`src/rtl/caxi4interconnect_ram_fifo.sv`:
```
// rtl/caxi4interconnect_ram_fifo.sv - single-clock RAM-backed FIFO with flags, count and error pulses
//
// Purpose: self-contained synchronous FIFO around an inferred dual-port RAM.
//   Occupancy and all flags are registered from the next-state count, so a
//   write into an empty FIFO becomes readable one cycle later.
// Ports:
//   clk, rst            rising-edge clock, asynchronous active-high reset
//   wr_en, data_in      write request and data (dropped while full)
//   rd_en               read request (ignored while empty)
//   data_out            show-ahead (REG_OUT=0) or registered (REG_OUT=1) read data
//   data_valid          REG_OUT=1: data_out holds the word popped last cycle
//                       REG_OUT=0: mirrors ~empty
//   full, empty         count == MEM_DEPTH, count == 0
//   almost_full         count >= AFULL_THRESH
//   almost_empty        count <= AEMPTY_THRESH
//   count               occupancy 0..MEM_DEPTH
//   overflow, underflow one-cycle pulses for a rejected write / read

module caxi4interconnect_ram_fifo #(
    parameter int MEM_DEPTH     = 16,
    parameter int ADDR_WIDTH    = 4,
    parameter int DATA_WIDTH    = 32,
    parameter int REG_OUT       = 0,
    parameter int AFULL_THRESH  = 14,
    parameter int AEMPTY_THRESH = 2,
    parameter int RAM_STYLE     = 0
) (
    input  logic                  clk,
    input  logic                  rst,
    input  logic                  wr_en,
    input  logic [DATA_WIDTH-1:0] data_in,
    input  logic                  rd_en,
    output logic [DATA_WIDTH-1:0] data_out,
    output logic                  data_valid,
    output logic                  full,
    output logic                  empty,
    output logic                  almost_full,
    output logic                  almost_empty,
    output logic [ADDR_WIDTH:0]   count,
    output logic                  overflow,
    output logic                  underflow
);

    localparam logic [ADDR_WIDTH:0]   DEPTH_C  = (ADDR_WIDTH+1)'(MEM_DEPTH);
    localparam logic [ADDR_WIDTH:0]   AFULL_C  = (ADDR_WIDTH+1)'(AFULL_THRESH);
    localparam logic [ADDR_WIDTH:0]   AEMPTY_C = (ADDR_WIDTH+1)'(AEMPTY_THRESH);
    localparam logic [ADDR_WIDTH:0]   CNT_ONE  = (ADDR_WIDTH+1)'(1);
    localparam logic [ADDR_WIDTH-1:0] PTR_LAST = ADDR_WIDTH'(MEM_DEPTH-1);
    localparam logic [ADDR_WIDTH-1:0] PTR_ONE  = ADDR_WIDTH'(1);

    logic [ADDR_WIDTH-1:0] wr_ptr;
    logic [ADDR_WIDTH-1:0] rd_ptr;
    logic [ADDR_WIDTH:0]   count_next;
    logic [DATA_WIDTH-1:0] rd_word;
    logic                  wa;
    logic                  ra;

    // Accept decisions use only registered flags: no same-cycle pass-through.
    assign wa = wr_en & ~full;
    assign ra = rd_en & ~empty;

    always_comb begin
        count_next = count;
        if (wa && !ra) begin
            count_next = count + CNT_ONE;
        end else if (ra && !wa) begin
            count_next = count - CNT_ONE;
        end
    end

    // Storage array; the write side is identical in both styles, only the
    // synthesis attribute differs.
    generate
        if (RAM_STYLE == 1) begin : g_uram
            (* syn_ramstyle = "uram" *) logic [DATA_WIDTH-1:0] mem [0:MEM_DEPTH-1];
            always_ff @(posedge clk) begin
                if (wa) begin
                    mem[wr_ptr] <= data_in;
                end
            end
            assign rd_word = mem[rd_ptr];
        end else begin : g_ram
            logic [DATA_WIDTH-1:0] mem [0:MEM_DEPTH-1];
            always_ff @(posedge clk) begin
                if (wa) begin
                    mem[wr_ptr] <= data_in;
                end
            end
            assign rd_word = mem[rd_ptr];
        end
    endgenerate

    // Pointers wrap by explicit compare so MEM_DEPTH need not be a power of two.
    always_ff @(posedge clk or posedge rst) begin
        if (rst) begin
            wr_ptr       <= '0;
            rd_ptr       <= '0;
            count        <= '0;
            full         <= 1'b0;
            empty        <= 1'b1;
            almost_full  <= 1'b0;
            almost_empty <= 1'b1;
            overflow     <= 1'b0;
            underflow    <= 1'b0;
        end else begin
            if (wa) begin
                wr_ptr <= (wr_ptr == PTR_LAST) ? '0 : wr_ptr + PTR_ONE;
            end
            if (ra) begin
                rd_ptr <= (rd_ptr == PTR_LAST) ? '0 : rd_ptr + PTR_ONE;
            end
            count        <= count_next;
            full         <= (count_next == DEPTH_C);
            empty        <= (count_next == '0);
            almost_full  <= (count_next >= AFULL_C);
            almost_empty <= (count_next <= AEMPTY_C);
            overflow     <= wr_en & full;
            underflow    <= rd_en & empty;
        end
    end

    generate
        if (REG_OUT != 0) begin : g_reg_out
            logic [DATA_WIDTH-1:0] dout_q;
            logic                  dv_q;
            always_ff @(posedge clk or posedge rst) begin
                if (rst) begin
                    dout_q <= '0;
                    dv_q   <= 1'b0;
                end else begin
                    dv_q <= ra;
                    if (ra) begin
                        dout_q <= rd_word;
                    end
                end
            end
            assign data_out   = dout_q;
            assign data_valid = dv_q;
        end else begin : g_show_ahead
            assign data_out   = rd_word;
            assign data_valid = ~empty;
        end
    endgenerate

endmodule
```
`config.mk`:
```
export PLATFORM = sky130hd
export DESIGN_NAME = caxi4interconnect_ram_fifo
export DESIGN_NICKNAME = d
export VERILOG_FILES = /design/src/rtl/caxi4interconnect_ram_fifo.sv
export SDC_FILE = /design/constraint.sdc
export NUM_CORES = 1
export LEC_CHECK = 0
export BUFFER_PORTS_ARGS = -buffer_cell sky130_fd_sc_hd__buf_4
export CAP_MARGIN = 20
export CORE_MARGIN = 2
export CORE_UTILIZATION = 36
export CTS_CLUSTER_DIAMETER = 60
export DETAILED_ROUTE_END_ITERATION = 8
export PLACE_DENSITY = 0.58
export SLEW_MARGIN = 10
export SYNTH_ARGS = -nofsm -noshare
export SYNTH_HDL_FRONTEND = slang
export SYNTH_SLANG_ARGS = --single-unit
```
`constraint.sdc`:
```
create_clock -name clk -period 7.2 [get_ports clk]
set_clock_uncertainty 0.15 [all_clocks]
set_input_delay 2.16 -clock clk [delete_from_list [all_inputs] [get_ports clk]]
set_output_delay 2.16 -clock clk [all_outputs]
set_load 0.01 [all_outputs]
```
==> parameters.txt, run 1 <==
Parameter                              Value

Place
  IO Port Bufs    79
  Half-perimeter wire length of the detailed placement result    21650 um
  Total instance count after detailed placement    roughly 1600
  Final GP Congestion    0.7007

CTS
  Worst-path clk slew    60 ps
  Num CTS Buffers    57
  Hold-fix buffers at CTS    0
  TritonCTS clock tree    done
  Buffers from clock root to sink, at most    3
  # Post-CTS Setup Buffers    0
  Clock Sinks    between 500 and 600
  Post-cts repair resize count    0
  Root Buffer Master    sky130_fd_sc_hd__clkbuf_16
  Clock Latency Late Sink    roughly 600 ps
  Number of H-tree branching levels    2

Synthesis
  Seq cells post-synth    around 530
  Count of distinct cell types in the synthesized netlist    35
  Most common library cells after synthesis    512 x sky130_fd_sc_hd__edfxtp_1, 160 x sky130_fd_sc_hd__mux4_2, 18 x sky130_fd_sc_hd__and2_1, 17 x sky130_fd_sc_hd__dfrtp_1, 13 x sky130_fd_sc_hd__buf_2
  Sequential-to-total area share from yosys stat    0.7826
  Area fraction of the dominant cell type after synthesis    0.7590
  Dominant cell by count in the synthesized netlist    sky130_fd_sc_hd__edfxtp_1
  Synth Warn #    0
  Post-synth net total    862
  Area of the mapped netlist    20260 um^2
  Mean area per synthesized cell    24.73 um^2
  Leading post-synthesis cells by cell area    sky130_fd_sc_hd__edfxtp_1 76%, sky130_fd_sc_hd__mux4_2 18%, sky130_fd_sc_hd__dfrtp_1 2.1%
  Proportion of register bits with asynchronous set or reset after synthesis    0.03578
  Number of flops mapped to enable cells by yosys    around 510
  Synthesized instance count    ~820
  Most area-hungry cell type in the Yosys netlist    sky130_fd_sc_hd__edfxtp_1
  Most used flip-flop cell after synthesis    sky130_fd_sc_hd__edfxtp_1

Cells and area
  Layout cells sized above 1    0.3728
  Footprint of the flip-flops and latches    ~16000 um^2
  # diodes    0
  Area Growth Syn to Fin    17.10%
  Final non-filler cell total    1735
  Fillers    between 4000 and 5000
  # nets final    985
  Area used by multi-input combinational logic    4170 um^2

Setup path
  Category of the worst setup path launch point    flop
  Required time worst endpoint    around 5000 ps
  Critical register-to-register path startpoint    full$_DFF_PP0_
  Arrival time reported for the critical path endpoint    3400 ps
  Terminus of the critical flop-to-flop path    g_ram.mem[7][14]$_DFFE_PP_
  CP Capture Type    primary output
  Critical path origin    rd_ptr[0]$_DFFE_PP0P_
  Register-to-Register Setup Slack    4250 ps
  Depth of the most critical reg-to-reg path    5
  Critical-path maximum fanout    48
  Critical path class    reg2out

Routing
  Routed wire per std cell    25.02 um
  Routed Wire Length    43410 um
  DRC violation count after routing    0
  Vias after detailed routing    8954
  Detailed Routing Iterations Pass 1    4
  Number of violations reported at the end of detailed-routing iteration 0    751
  Antenna-violating nets left    0
  Via density per instance    5.161

Timing
  Final slew viol count    0
  Tcrit/Tclk final    0.7933
  Finish-stage setup viols    0
  Setup Total Neg Slack    0 ps
  Setup repair after global routing missed its margin    false
  Peak Freq    0.1751 GHz
  Max transition margin    0.4118
  Transition time at the pin with the least slew margin    882.2 ps
  Final hold violation count    0
  Final critical delay including setup and external delays    5712 ps

Power
  Maximum vdd ir drop    0.2393 mV
  Sw Share    0.2768
  Leakage power    around 7.5 nW
  Pwr/cell area    398.5 nW/um^2
  Comb pwr share    0.264
  Internal power consumption    about 7 mW
  Net switching power of the design    around 2.6 mW
  Share of total power in the clock network    0.313
  Part of the power in registers    0.422

Floorplanning
  IO Pins    80
  Initial Util    0.3655
  Chip Width    between 200 and 250 um
  Area of the placeable core    55420 um^2
  Number of placement rows    86
  Area of the die    58180 um^2
  Chip height    241.2 um

Global route
  Grt ovf    0
  Maximum number of pins on one net before global-route repair    between 50 and 60
  Number of global-route vias before repair    9532
  Antenna violations before repair    4
  Total track usage    0.1547
  Global-route wire length before repair    64390 um

Min path
  Worst hold stages    1
  Type of the most critical hold path    reg2reg
  Endpoint of the worst hold path    overflow$_DFF_PP0_
  Beginning of the worst hold path    full$_DFF_PP0_

Outcome
  Run status    complete, no violations

Run
  Number of maximum-capacitance constraint violations    0
[cells in the final DEF (no fill, tap or decap), types with 3 or more instances in the layout]
cell type	Yosys	final
sky130_fd_sc_hd__edfxtp_1	512	512
sky130_fd_sc_hd__mux4_2	160	160
sky130_fd_sc_hd__buf_4	0	99
sky130_fd_sc_hd__clkbuf_16	0	57
sky130_fd_sc_hd__and2_2	0	16
sky130_fd_sc_hd__clkbuf_1	10	15
sky130_fd_sc_hd__dfrtp_1	17	13
sky130_fd_sc_hd__clkinv_1	0	10
sky130_fd_sc_hd__nand2_1	9	9
sky130_fd_sc_hd__bufinv_16	0	8
sky130_fd_sc_hd__ha_1	7	7
sky130_fd_sc_hd__xnor2_1	6	6
sky130_fd_sc_hd__inv_1	6	6
sky130_fd_sc_hd__o21ai_0	6	6
sky130_fd_sc_hd__nor2_1	5	5
sky130_fd_sc_hd__nand3_1	4	4
sky130_fd_sc_hd__buf_12	0	4
sky130_fd_sc_hd__nor3_1	3	3
sky130_fd_sc_hd__a21oi_1	3	3
sky130_fd_sc_hd__inv_6	0	3
sky130_fd_sc_hd__clkinv_2	0	3
sky130_fd_sc_hd__clkbuf_8	0	3
[stage by stage]
step	cell area, um^2	utilization	setup WS (ps)	power (mW)	hold slack [ps]
after floorplan	20260	-	2952	5.654	366.5
after global placement	21790	0.3933	2059	6.601	385.0
after detailed placement	21790	0.3933	2047	6.616	395.7
after CTS	23700	0.4277	1370	9.592	415.4
after global routing	23720	0.4280	1301	9.866	432.4
final	23720	0.4280	1488	9.451	411.6
[per-layer routing]
layer  track usage  part of all wire  wire (um)  vias up
li1              -                 -          -     3781
met1        0.2219              0.45      19540     4883
met2        0.2438              0.48      20800      226
met3       0.02814             0.053       2289       58
met4       0.04321             0.017        738        6
met5             0           0.00085         37        -
[logic make-up (layout without fill, tap and decap cells)]
| logic type | after synthesis | in the layout | synth area share |
|---|---|---|---|
| buffers and inverters | 45 | 213 | 0.01248 |
| adder cells (fa/ha/maj) | 7 | 7 | 0.004324 |
| AO/OA/AOI/OAI | 17 | 17 | 0.005374 |
| flip-flops | 531 | 531 | 0.7826 |
| multiplexers | 161 | 161 | 0.1785 |
| AND/OR/NAND/NOR | 52 | 52 | 0.01415 |
| XOR/XNOR | 6 | 6 | 0.002594 |
[worst max path at each step]
| stage | slack (ps) | to | cells after the start |
|---|---|---|---|
| after floorplan | 2950 | data_out[25] | 4 |
| after global placement | 2060 | data_out[30] | 4 |
| after detailed placement | 2050 | data_out[30] | 4 |
| after CTS | 1370 | data_out[30] | 4 |
| after global routing | 1300 | data_out[29] | 4 |
| final | 1490 | data_out[29] | 4 |
[power by group through the flow]
stage               registers (mW)  logic [mW]  clock network (mW)
CTS                           4.03        2.54                3.02
floorplan                     3.86        1.80                   0
finish                        3.99        2.50                2.96
detailed placement            4.09        2.53                   0
global placement              4.08        2.52                   0
global route                  4.03        2.68                3.15
[final cells by class]
cell class,instances,area share
Multi-Input combinational cell,243,0.1758
Inverter,6,0.0009495
Timing Repair Buffer,103,0.03471
Clock inverter,29,0.01604
Clock buffer,75,0.06425
Sequential cell,531,0.6688
Tap cell,748,0.03946
[critical path: stages (launching register included)]
cell                      delay [ps]
sky130_fd_sc_hd__dfrtp_4         990
sky130_fd_sc_hd__buf_12          440
sky130_fd_sc_hd__mux4_2          570
sky130_fd_sc_hd__mux4_2          580
sky130_fd_sc_hd__buf_4           190
[sequential cells by signal, indices dropped and copies added, names as in the netlist]
name / flops
almost_full: 1
overflow: 1
rd_ptr: 4
wr_ptr: 4
g_ram.mem: 512
almost_empty: 1
count: 5
full: 1
underflow: 1
empty: 1
(Power assumes the default switching activity.)
==> inputs of run 2 (changes only) <==
==> constraint.sdc (replaced) <==
create_clock -name clk -period 5.4 [get_ports clk]
set_clock_uncertainty 0.15 [all_clocks]
set_input_delay 1.62 -clock clk [delete_from_list [all_inputs] [get_ports clk]]
set_output_delay 1.62 -clock clk [all_outputs]
set_load 0.01 [all_outputs]
==> parameters.txt, run 2 (synthesis gave the netlist of run 1 again) <==
Parameter                              Value

Outcome
  Run status    complete, no violations (unchanged)

Run
  Number of maximum-capacitance constraint violations    0 (unchanged)

Cells and area
  Largest registers    g_ram.mem: 512 flops, count: 5 flops (unchanged)
  Layout cells sized above 1    0.3712 (was 0.3728)
  Leading cell type in the layout, fill and taps excluded    sky130_fd_sc_hd__edfxtp_1 (unchanged)
  Flip-flop count of the largest register, all copies and words added    512 (unchanged)
  Leading cell types in the layout, fill and taps excluded    512 x sky130_fd_sc_hd__edfxtp_1, 160 x sky130_fd_sc_hd__mux4_2, 97 x sky130_fd_sc_hd__buf_4 (was 512 x sky130_fd_sc_hd__edfxtp_1, 160 x sky130_fd_sc_hd__mux4_2, 99 x sky130_fd_sc_hd__buf_4)
  Area Growth Syn to Fin    16.82% (was 17.10%)
  # nets final    989 (was 985)
  Final non-filler cell total    1735 (unchanged)
  Area used by multi-input combinational logic    4170 um^2 (unchanged)
  Largest register by flop count    g_ram.mem (unchanged)
  Footprint of the flip-flops and latches    15860 um^2 (unchanged)
  Fillers    4683 (was 4688)

Place
  Total instance count after detailed placement    1636 (was 1630)
  Final GP Congestion    0.6973 (was 0.7007)
  IO Port Bufs    79 (unchanged)
  Half-perimeter wire length of the detailed placement result    23230 um (was 21650 um)

Routing
  Number of violations reported at the end of detailed-routing iteration 0    808 (was 751)
  Routed wire per std cell    25.11 um (was 25.02 um)
  Via density per instance    5.180 (was 5.161)
  Vias after detailed routing    8987 (was 8954)
  Routed Wire Length    43570 um (was 43410 um)
  DRC violation count after routing    0 (unchanged)
  Detailed Routing Iterations Pass 1    5 (was 4)
  Antenna-violating nets left    0 (unchanged)

Timing
  Setup Total Neg Slack    0 ps (unchanged)
  Final critical delay including setup and external delays    between 4000 and 5000 ps
  Tcrit/Tclk final    0.9100
  Final hold violation count    0 (unchanged)
  Max transition margin    0.4781 (was 0.4118)
  Setup repair after global routing missed its margin    false (unchanged)
  Finish-stage setup viols    0 (unchanged)
  Peak Freq    0.2035 GHz
  Transition time at the pin with the least slew margin    782.0 ps (was 882.2 ps)
  Final slew viol count    0 (unchanged)

Min path
  Worst hold stages    1 (unchanged)
  Type of the most critical hold path    reg2reg (unchanged)
  Endpoint of the worst hold path    overflow$_DFF_PP0_ (unchanged)
  Beginning of the worst hold path    full$_DFF_PP0_ (unchanged)

Floorplanning
  IO Pins    80 (unchanged)
  Area of the placeable core    55420 um^2 (unchanged)
  Chip height    241.2 um (unchanged)
  Initial Util    0.3655 (unchanged)
  Area of the die    58180 um^2 (unchanged)
  Number of placement rows    86 (unchanged)
  Chip Width    241.2 um (unchanged)

CTS
  Number of H-tree branching levels    2 (unchanged)
  Clock Latency Late Sink    590 ps (was 600 ps)
  Worst-path clk slew    60 ps (about the same)
  # Post-CTS Setup Buffers    0 (unchanged)
  Buffers from clock root to sink, at most    3 (unchanged)
  Hold-fix buffers at CTS    0 (unchanged)
  Root Buffer Master    sky130_fd_sc_hd__clkbuf_16 (unchanged)
  TritonCTS clock tree    done (unchanged)
  Post-cts repair resize count    0 (unchanged)
  Clock Sinks    531 (unchanged)
  Num CTS Buffers    56 (was 57)

Setup path
  Critical register-to-register path startpoint    full$_DFF_PP0_ (unchanged)
  Register-to-Register Setup Slack    2580 ps (was 4250 ps)
  Slowest cell on crit path    sky130_fd_sc_hd__dfrtp_4 (unchanged)
  Required time worst endpoint    3630 ps (was 4890 ps)
  Largest incremental delay on the critical path    930 ps (was 990 ps)
  Arrival time reported for the critical path endpoint    3140 ps (was 3400 ps)
  CP Capture Type    primary output (unchanged)
  Critical-path maximum fanout    34 (was 48)
  Terminus of the critical flop-to-flop path    g_ram.mem[6][1]$_DFFE_PP_ (was g_ram.mem[7][14]$_DFFE_PP_)
  Category of the worst setup path launch point    flop (unchanged)
  Critical path class    reg2out (unchanged)
  Depth of the most critical reg-to-reg path    5 (unchanged)
  Ordered cell list for the critical path    buf_12, mux4_2, mux4_2, buf_4 (unchanged)
  Most prevalent standard cell on the critical path    sky130_fd_sc_hd__mux4_2 (unchanged)

Global route
  Grt ovf    0 (unchanged)
  M2 GR Usage    0.2535 (was 0.2438)
  Number of global-route vias before repair    9655 (was 9532)
  Most Used Layer, Global Route    met2 (unchanged)
  Maximum number of pins on one net before global-route repair    57 (was 56)
  Met3 track demand over resource    0.02962 (was 0.02814)
  Global-route wire length before repair    64670 um (was 64390 um)
  Total track usage    0.1553 (was 0.1547)
  Antenna violations before repair    3 (was 4)
  Global-route track usage on met1    0.2149 (was 0.2219)

Power
  Leakage power    7.488 nW (was 7.533 nW)
  Pwr/cell area    520.9 nW/um^2 (was 398.5 nW/um^2)
  Maximum vdd ir drop    0.3455 mV (was 0.2393 mV)
-- run 2: cell types whose count changed in the layout (fill, tap and decap cells not counted), sizes merged --
cell      previous run  this run
clkinvlp             1         3
diode                0         1
clkinv              16        17
bufinv               8         4
clkbuf              75        71
inv                 10         9
buf                103       108
-- run 2: critical path, delay by kind of cell (launching register included) --
kind                   cells  cell delay, ps
buffers and inverters      2             500
multiplexers               2            1070
flip-flops                 1             930
-- run 2: layout make-up --
type / count / share of cell area
clock inverter: 27 / 0.01110
sequential: 531 / 0.6704
tap: 748 / 0.03955
clock buffer: 71 / 0.06160
inverter: 6 / 0.0009518
timing repair buffer: 108 / 0.04008
multi-input combinational: 243 / 0.1762
antenna: 1 / 0.0001058
-- run 2: worst max-delay path by stage --
stage / from / to / slack (ps) / cells after the start
after floorplan: rd_ptr[0]$_DFFE_PP0P_ / data_out[25] / 1690 / 4
after global placement: rd_ptr[0]$_DFFE_PP0P_ / data_out[12] / 1090 / 4
after detailed placement: rd_ptr[0]$_DFFE_PP0P_ / data_out[7] / 1070 / 4
after CTS: rd_ptr[0]$_DFFE_PP0P_ / data_out[12] / 410 / 4
after global routing: rd_ptr[0]$_DFFE_PP0P_ / data_out[7] / 330 / 4
final: rd_ptr[0]$_DFFE_PP0P_ / data_out[7] / 490 / 4
-- run 2: power by group --
part | switching [mW] | total (mW) | internal [mW] | leakage, nW
registers | 0.325 | 5.28 | 4.95 | 4.85
logic | 1.59 | 3.42 | 1.83 | 1.81
clock network | 1.53 | 3.63 | 2.10 | 0.825
total | 3.45 | 12.3 | 8.88 | 7.49
-- run 2: per-stage QoR --
| step | hold WS [ps] | area (um^2) | utilization | setup WS (ps) | total power [mW] |
|---|---|---|---|---|---|
| after detailed placement | 388.7 | 21940 | 0.3959 | 1070 | 8.894 |
| final | 401.4 | 23660 | 0.4270 | 485.9 | 12.32 |
| after CTS | 403.8 | 23660 | 0.4270 | 410.1 | 12.53 |
| after floorplan | 366.5 | 20260 | - | 1692 | 7.539 |
| after global placement | 374.9 | 21940 | 0.3959 | 1092 | 8.858 |
| after global routing | 429.9 | 23660 | 0.4270 | 325.3 | 12.88 |
-- run 2: per-layer routing --
| layer | wire, um | share of wire |
|---|---|---|
| met1 | 18900 | 0.43 |
| met2 | 21370 | 0.49 |
| met3 | 2501 | 0.057 |
| met4 | 777 | 0.018 |
| met5 | 27 | 0.00062 |
==> inputs of run 3 (changes only) <==
--- a/config.mk
+++ b/config.mk
@@ -7,11 +7,13 @@
 export LEC_CHECK = 0
 export BUFFER_PORTS_ARGS = -buffer_cell sky130_fd_sc_hd__buf_4
 export CAP_MARGIN = 20
+export CELL_PAD_IN_SITES_DETAIL_PLACEMENT = 1
+export CELL_PAD_IN_SITES_GLOBAL_PLACEMENT = 2
 export CORE_MARGIN = 2
 export CORE_UTILIZATION = 36
 export CTS_CLUSTER_DIAMETER = 60
 export DETAILED_ROUTE_END_ITERATION = 8
-export PLACE_DENSITY = 0.58
+export PLACE_DENSITY = 0.67
 export SLEW_MARGIN = 10
 export SYNTH_ARGS = -nofsm -noshare
 export SYNTH_HDL_FRONTEND = slang
==> parameters.txt, run 3 (synthesis gave the netlist of run 1 again) <==
Parameter                              Value

Timing
  Transition time at the pin with the least slew margin    751.1 ps (was 782.0 ps)
  Final slew viol count    0 (unchanged)
  Finish-stage setup viols    0 (unchanged)
  Setup repair after global routing missed its margin    false (unchanged)
  Tcrit/Tclk final    0.8905 (was 0.9100)
  Final setup margin    591.1 ps (was 485.9 ps)
  Setup Total Neg Slack    0 ps (unchanged)
  Max transition margin    0.4992 (was 0.4781)
  Final hold violation count    0 (unchanged)
  Final critical delay including setup and external delays    4809 ps (was 4914 ps)
  Peak Freq    0.2079 GHz (was 0.2035 GHz)

Place
  IO Port Bufs    79 (unchanged)
  Final GP Congestion    0.6967 (was 0.6973)
  Placement Setup Slack    1150 ps (was 1070 ps)
  Half-perimeter wire length of the detailed placement result    23880 um (was 23230 um)

Cells and area
  Layout cells sized above 1    0.3773 (was 0.3712)
  # diodes    0 (was 1)
  Leading cell type in the layout, fill and taps excluded    sky130_fd_sc_hd__edfxtp_1 (unchanged)
  Largest registers    g_ram.mem: 512 flops, count: 5 flops (unchanged)
  Largest register by flop count    g_ram.mem (unchanged)
  Leading cell types in the layout, fill and taps excluded    512 x sky130_fd_sc_hd__edfxtp_1, 160 x sky130_fd_sc_hd__mux4_2, 95 x sky130_fd_sc_hd__buf_4 (was 512 x sky130_fd_sc_hd__edfxtp_1, 160 x sky130_fd_sc_hd__mux4_2, 97 x sky130_fd_sc_hd__buf_4)
  Flip-flop count of the largest register, all copies and words added    512 (unchanged)
  # nets final    986 (was 989)
  Area Growth Syn to Fin    17.01% (was 16.82%)
  Layout Utilization    0.4277 (was 0.4270)

Floorplanning
  Number of placement rows    86 (unchanged)
  Initial Util    0.3655 (unchanged)
  Area of the die    58180 um^2 (unchanged)
  Chip height    241.2 um (unchanged)
  Area of the placeable core    55420 um^2 (unchanged)
  IO Pins    80 (unchanged)
  Chip Width    241.2 um (unchanged)

Setup path
  Category of the worst setup path launch point    flop (unchanged)
  Terminus of the critical flop-to-flop path    g_ram.mem[6][17]$_DFFE_PP_ (was g_ram.mem[6][1]$_DFFE_PP_)
  Largest incremental delay on the critical path    700 ps (was 930 ps)
  Ordered cell list for the critical path    buf_4, mux4_2, mux4_2, buf_4 (was buf_12, mux4_2, mux4_2, buf_4)
  Combined buffer and inverter count along the critical path    2 (unchanged)
  Critical-path maximum fanout    24 (was 34)
  Largest delay share family, worst path    multiplexers (unchanged)
  Arrival time reported for the critical path endpoint    3040 ps (was 3140 ps)
  Register-to-Register Setup Slack    2760 ps (was 2580 ps)
  Critical path origin    rd_ptr[0]$_DFFE_PP0P_ (unchanged)
  CP Depth    4 (unchanged)
  Depth of the most critical reg-to-reg path    5 (unchanged)
  Required time worst endpoint    3630 ps (about the same)
  CP Capture Type    primary output (unchanged)
  Slowest cell on crit path    sky130_fd_sc_hd__dfrtp_4 (unchanged)
  Critical path class    reg2out (unchanged)
  Critical register-to-register path startpoint    full$_DFF_PP0_ (unchanged)
  End point of the critical path    data_out[3] (was data_out[7])

Routing
  Routed Wire Length    45810 um (was 43570 um)
  Via density per instance    5.190 (was 5.180)
  DRC violation count after routing    0 (unchanged)
  Number of violations reported at the end of detailed-routing iteration 0    776 (was 808)
  Antenna-violating nets left    0 (unchanged)
  Detailed Routing Iterations Pass 1    4 (was 5)
  Vias after detailed routing    9000 (was 8987)
  Routed wire per std cell    26.42 um (was 25.11 um)

CTS
  Hold-fix buffers at CTS    0 (unchanged)
  Num CTS Buffers    56 (unchanged)
  Worst-path clk slew    70 ps (was 60 ps)
  Buffers from clock root to sink, at most    3 (unchanged)
  Clock Sinks    531 (unchanged)
  Clock Latency Late Sink    600 ps (was 590 ps)
  Number of H-tree branching levels    2 (unchanged)
  Root Buffer Master    sky130_fd_sc_hd__clkbuf_16 (unchanged)
  # Post-CTS Setup Buffers    0 (unchanged)
  TritonCTS clock tree    done (unchanged)
  Post-cts repair resize count    0 (unchanged)

Global route
  Global-route wire length before repair    67670 um (was 64670 um)
  Grt ovf    0 (unchanged)
  Number of global-route vias before repair    9915 (was 9655)
  Total track usage    0.1632 (was 0.1553)
  Maximum number of pins on one net before global-route repair    69 (was 57)
  Antenna violations before repair    2 (was 3)

Outcome
  Run status    complete, no violations (unchanged)

Power
  Maximum vdd ir drop    0.2290 mV (was 0.3455 mV)
  Leakage power    7.515 nW (was 7.488 nW)
  Pwr/cell area    525.4 nW/um^2 (was 520.9 nW/um^2)
  Total power    12.45 mW (was 12.32 mW)

Min path
  Type of the most critical hold path    reg2reg (unchanged)

Run
  Number of maximum-capacitance constraint violations    0 (unchanged)
run 3: stage by stage:
stage	cells	area (um^2)	hold WS, ps
2_1_floorplan	819	20260	366.5
3_3_place_gp	1633	21900	395.1
3_5_place_dp	1633	21900	402.1
4_1_cts	1734	23700	419.2
5_1_grt	1734	23700	438.1
6_report	1734	23700	419.0
run 3: per-layer routing:
layer / routed length (um) / track usage / share of wire / vias up
li1: - / - / - / 3785
met1: 19850 / 0.2236 / 0.43 / 4874
met2: 22260 / 0.2665 / 0.49 / 255
met3: 2778 / 0.03454 / 0.061 / 82
met4: 895 / 0.04321 / 0.020 / 4
met5: 27 / 0 / 0.00059 / -
run 3: layout make-up:
type	instances	area (um^2)
Inverter	6	22.52
Tap cell	748	935.9
Sequential cell	531	15860
Timing Repair Buffer	105	913.4
Fill cell	5058	31720
Multi-Input combinational cell	243	4170
Clock buffer	70	1475
Clock inverter	31	320.3
run 3: where the power goes:
group | switching (mW) | internal, mW
Clock | 1.58 | 2.18
Combinational | 1.65 | 1.80
Sequential | 0.284 | 4.95
run 3: worst register-to-register path, cell delays in order, from the launching register on:
cell and delay, ps:
sky130_fd_sc_hd__dfrtp_1 410, sky130_fd_sc_hd__nor2b_1 510, sky130_fd_sc_hd__nand2_1 150, sky130_fd_sc_hd__nor2_1 260
sky130_fd_sc_hd__and2_2 190, sky130_fd_sc_hd__buf_4 590
run 3: worst min path at each step:
| stage | endpoint | cells past startpoint | slack, ps | start |
|---|---|---|---|---|
| after floorplan | wr_ptr[2]$_DFFE_PP0P_ | 1 | 370 | wr_ptr[2]$_DFFE_PP0P_ |
| final | overflow$_DFF_PP0_ | 1 | 420 | full$_DFF_PP0_ |
| after global routing | underflow$_DFF_PP0_ | 1 | 440 | empty$_DFF_PP1_ |
| after CTS | overflow$_DFF_PP0_ | 1 | 420 | full$_DFF_PP0_ |
| after detailed placement | overflow$_DFF_PP0_ | 1 | 400 | full$_DFF_PP0_ |
| after global placement | overflow$_DFF_PP0_ | 1 | 400 | full$_DFF_PP0_ |
